===== src/rtl/instr_mem_pkg.sv =====
// Shared instruction-memory constants and the loader state encoding.
// The read-side ROM sizes itself from IMEM_DEPTH as well.
package instr_mem_pkg;

    localparam int unsigned IMEM_DEPTH = 87;

    typedef enum logic [1:0] {
        IDLE,
        RECV,
        WRITE,
        DONE
    } loader_state_e;

endpackage


===== src/rtl/word_packer.sv =====
// Little-endian byte-to-word packer: first byte lands in bits [7:0].
// A final byte zero-fills the bytes above it and restarts the index.
module word_packer (
    input  logic        clk,
    input  logic        reset,
    input  logic        clear_i,
    input  logic        accept_i,
    input  logic [7:0]  byte_i,
    input  logic        last_i,
    output logic [31:0] word_o,
    output logic        word_full_o
);

    logic [31:0] word_q, word_d;
    logic [1:0]  idx_q, idx_d;

    always_comb begin
        word_d = word_q;
        idx_d  = idx_q;
        if (clear_i) begin
            idx_d = '0;
        end else if (accept_i) begin
            word_d[{idx_q, 3'b000} +: 8] = byte_i;
            if (last_i) begin
                for (int unsigned b = 0; b < 4; b++) begin
                    if (b > 32'(idx_q)) word_d[8*b +: 8] = '0;
                end
                idx_d = '0;
            end else begin
                idx_d = idx_q + 2'd1;
            end
        end
    end

    always_ff @(posedge clk) begin
        if (reset) begin
            word_q <= '0;
            idx_q  <= '0;
        end else begin
            word_q <= word_d;
            idx_q  <= idx_d;
        end
    end

    assign word_o      = word_q;
    assign word_full_o = accept_i & ((idx_q == 2'd3) | last_i);

endmodule


===== src/rtl/instr_mem_loader.sv =====
// Loads a byte stream into instruction memory one packed word at a time,
// holding the CPU in reset until the program is in place.
module instr_mem_loader
    import instr_mem_pkg::*;
#(
    parameter int unsigned DEPTH  = IMEM_DEPTH,
    parameter int unsigned ADDR_W = 32
) (
    input  logic              clk,
    input  logic              reset,
    input  logic              start,
    input  logic [7:0]        in_data,
    input  logic              in_valid,
    input  logic              in_last,
    output logic              in_ready,
    output logic              wr_en,
    output logic [ADDR_W-1:0] wr_addr,
    output logic [31:0]       wr_data,
    output logic              cpu_hold,
    output logic              busy,
    output logic              done,
    output logic              err,
    output logic [ADDR_W-1:0] word_cnt
);

    loader_state_e     state_q;
    logic              in_ready_q, wr_en_q, busy_q, done_q, err_q, last_q;
    logic [ADDR_W-1:0] wr_addr_q, word_cnt_q;
    logic              accept, load_start, at_top, word_full;
    logic [31:0]       word;

    assign accept     = in_valid & in_ready_q;
    assign load_start = start & ((state_q == IDLE) | (state_q == DONE));
    assign at_top     = (wr_addr_q == ADDR_W'(DEPTH - 1));

    word_packer u_packer (
        .clk        (clk),
        .reset      (reset),
        .clear_i    (load_start),
        .accept_i   (accept),
        .byte_i     (in_data),
        .last_i     (in_last),
        .word_o     (word),
        .word_full_o(word_full)
    );

    always_ff @(posedge clk) begin
        if (reset) begin
            state_q    <= IDLE;
            in_ready_q <= 1'b0;
            wr_en_q    <= 1'b0;
            busy_q     <= 1'b0;
            done_q     <= 1'b0;
            err_q      <= 1'b0;
            last_q     <= 1'b0;
            wr_addr_q  <= '0;
            word_cnt_q <= '0;
        end else begin
            case (state_q)
                IDLE, DONE: begin
                    if (load_start) begin
                        state_q    <= RECV;
                        in_ready_q <= 1'b1;
                        busy_q     <= 1'b1;
                        done_q     <= 1'b0;
                        err_q      <= 1'b0;
                        last_q     <= 1'b0;
                        wr_addr_q  <= '0;
                        word_cnt_q <= '0;
                    end else if (state_q == DONE && in_valid && !last_q) begin
                        // Host still streaming after memory filled: bytes are lost.
                        err_q <= 1'b1;
                    end
                end
                RECV: begin
                    if (start) err_q <= 1'b1;
                    if (word_full) begin
                        state_q    <= WRITE;
                        in_ready_q <= 1'b0;
                        wr_en_q    <= 1'b1;
                        last_q     <= in_last;
                    end
                end
                WRITE: begin
                    if (start) err_q <= 1'b1;
                    wr_en_q    <= 1'b0;
                    word_cnt_q <= word_cnt_q + ADDR_W'(1);
                    if (last_q || at_top) begin
                        state_q <= DONE;
                        busy_q  <= 1'b0;
                        done_q  <= 1'b1;
                    end else begin
                        state_q    <= RECV;
                        in_ready_q <= 1'b1;
                        wr_addr_q  <= wr_addr_q + ADDR_W'(1);
                    end
                end
                default: state_q <= IDLE;
            endcase
        end
    end

    assign in_ready = in_ready_q;
    assign wr_en    = wr_en_q;
    assign wr_addr  = wr_addr_q;
    assign wr_data  = word;
    assign busy     = busy_q;
    assign cpu_hold = busy_q;
    assign done     = done_q;
    assign err      = err_q;
    assign word_cnt = word_cnt_q;

endmodule


===== config.mk =====
export PLATFORM = sky130hd
export DESIGN_NAME = instr_mem_loader
export DESIGN_NICKNAME = d
export VERILOG_FILES = /design/src/rtl/instr_mem_pkg.sv /design/src/rtl/word_packer.sv /design/src/rtl/instr_mem_loader.sv
export SDC_FILE = /design/constraint.sdc
export NUM_CORES = 1
export LEC_CHECK = 0
export CAP_MARGIN = 20
export CORE_MARGIN = 2
export CORE_UTILIZATION = 51
export DETAILED_ROUTE_END_ITERATION = 7
export PLACE_DENSITY_LB_ADDON = 0.15
export SYNTH_ARGS = -nofsm -noshare
export SYNTH_HDL_FRONTEND = slang
export SYNTH_SLANG_ARGS = --single-unit

===== constraint.sdc =====
create_clock -name clk -period 2.8 [get_ports clk]
set_input_delay 0.42 -clock clk [delete_from_list [all_inputs] [get_ports clk]]
set_output_delay 0.42 -clock clk [all_outputs]
set_load 0.05 [all_outputs]

==> impl_metrics.toml <==
[critical_path]
timing.critical_path.buf_inv = 1
crit_path_start_kind = "flip-flop"
slowest_stage = "o21ai_0"
cp_cell_sequence = "ha_1 > nor4b_1 > nand4_1 > o21ai_0 > buf_4 > a211oi_1 > a211o_1"
path_class = "reg -> reg"
end_kind = "flip-flop"
arrival_ns = 2.81
critPathMaxFanout = 9
cp_data_required_time_ns = 3.08
worst_path_dominant_cell_family = "compound AO/OA/AOI/OAI gates"
rrSetupSlack_ns = 0.27
max_stage_delay_ns = 0.59

[clocking]
clk_latency_ns = 0.37
cts_tree = "done"
cts_sinks = 106
cts-hold-fix-buffers = 0
root_buffer = "clkbuf_8"
cts_setup_buffers = 0
cts_made_buffers = 9
cts.clk_slew.worst_paths_ns = 0.11
htree_num_levels = 3
cts_resized = 0
clockBufferDepth = 2

[finish]
drive_gt1_share_pct = 7.55
final-instance-count-excl-fill = 901
nNetsFinal = 789
n_antenna_cell = 0
area_delta_synth_final_pct = 30.3

[placed_design]
dp_cells = 885
hpwl_um = 10900
gp_congestion = 0.889
place.port_buffers = 114

[die]
die_y_um = 105
io_pins = 115
core_area_um2 = 9860
die_width_um = 105
start_util_pct = 53.0
die_area_um2 = 11100
std_cell_rows = 36

[yosys]
yosysSeqAreaShare_pct = 40.6
yosysMostFrequentCell = "dfxtp_1"
async_reset_ff_share_pct = 0
yosysTopAreaCell = "dfxtp_1"
synthTopCellsByCount = "dfxtp_1, nand2_1, nand3_1"
yosysWarningCount = 0
synth_cell_types = 62
synth_fp_nets = 670
synth_area_um2 = 5220
synth_edf_count = 0
syn_avg_cell_area_um2 = 8.11
synth_cells = 644
synth.top_cell.area_share_pct = 40.6
synthTopCellsByArea = "dfxtp_1, nand2_1, nand3_1"
synth_seq_cells = 106
ys_dominant_reg_cell = "dfxtp_1"

[sta]
final_max_slew_viol_count = 0
fmax_mhz = 396
finalSetupViolations = 0
worst_slew_pin_slew_ns = 0.685
hold_viol = 0
rsz0062_at_grt = "false"
finClkSkew_ns = 0.0131
min_period_over_period_pct = 90.3
setup_tns_ns = 0
timing.slew.headroom_pct = 53.9
period_needed_ns = 2.53

[route]
wl_per_cell_um = 16.4
vias_per_cell = 5.89
dr.pass1.iters = 5
wl_um = 14800
drcViolationCount = 0
vias = 5305
postRouteAntennaNets = 0
drt_iter0_drc = 434

[outcome]
outcome = "finished, final reports clean"

[pwr]
power_density_nw_per_um2 = 416
power_leakage_uw = 0.00229
ir_drop_mv = 0.314

[grt]
antenna_found_initial = 0
grt-ovfl-total = 0
grt_max_degree = 24
grt_pass1_vias = 4912
grt_pass1_wl_um = 24000
gr-usage-all-layers_pct = 26.1

[run]
cap_violations = 0

[worst_hold_path]
hp-class = "reg -> reg"
## worst min-delay path: stages (launching register included)
cell	delay, ns
dfxtp_1	0.33
nand2_1	0.05
a21oi_1	0.05
## cells by family after synthesis
kind of cell	Yosys count	share of synthesized area, %
buffers and inverters	52	3.98
XOR/XNOR	28	4.69
flip-flops	106	40.6
multiplexers	5	1.03
AND/OR/NAND/NOR	321	32.0
AO/OA/AOI/OAI	119	14.6
adder cells (fa/ha/maj)	13	3.11
## placed cells by master, fill, tap and decap left out, types with 16 or more instances in the layout
master / n
clkdlybuf4s50_1: 114
nand2_1: 85
nor3_1: 19
buf_4: 28
inv_1: 16
nand4_1: 26
xor2_1: 21
nor2_1: 51
a21oi_1: 51
nand3_1: 56
dfxtp_1: 106
## report_power, final
| part | leakage, µW | internal, µW | total, µW | switching [µW] |
|---|---|---|---|---|
| clock | 0.0000978 | 368 | 934 | 565 |
| combinational | 0.00134 | 117 | 357 | 240 |
| sequential | 0.000855 | 1520 | 1540 | 16.7 |
## sequential cells by signal, summed over array words and instances, names as in the netlist
signal,flops
word_cnt,32
last_q,1
wr_en,1
done,1
u_packer.idx_q,2
u_packer.word_o,32
err,1
state_q,2
wr_addr,32
in_ready,1
busy,1
## routing by layer
metal / wire [µm] / global-route usage (%) / vias to the layer above / part of all wire (%)
met5: 0 / 0 / - / 0
met4: 146 / 7.90 / 0 / 0.99
met3: 954 / 4.87 / 19 / 6.5
met2: 7190 / 43.4 / 201 / 49
met1: 6470 / 34.2 / 2511 / 44
li1: - / - / 2574 / -
## layout make-up
class | count | area [µm²]
clock inverters | 6 | 61.3
flip-flops and latches | 106 | 2120
well taps | 133 | 166
inverters | 18 | 67.6
clock buffers | 10 | 138
repair buffers | 142 | 1350
fillers | 807 | 3060
multi-input cells | 486 | 2900
## per-stage QoR
stage               setup WS (ns)  instance area (µm²)  utilization, %  total power (µW)  hold slack (ns)
CTS                         0.292                 6810            69.0              2850            0.456
floorplan                   0.112                 5220               -              1790            0.522
detailed placement          0.207                 6610            67.0              1930            0.442
finish                      0.273                 6810            69.0              2830            0.457
global route                0.111                 6810            69.0              2930            0.475
global placement            0.272                 6610            67.0              1920            0.439
## path summary, 6_finish.rpt
| path | startpoint | end | cells after the start |
|---|---|---|---|
| hold reg to reg | u_packer.word_o[12] | u_packer.word_o[12] | 2 |
| setup reg to reg | wr_addr[1] | wr_addr[30] | 7 |
| setup / recovery | wr_addr[1] | wr_addr[30] | 7 |
| hold / removal | u_packer.word_o[12] | u_packer.word_o[12] | 2 |
No activity file was read; power rests on OpenSTA's default activity.
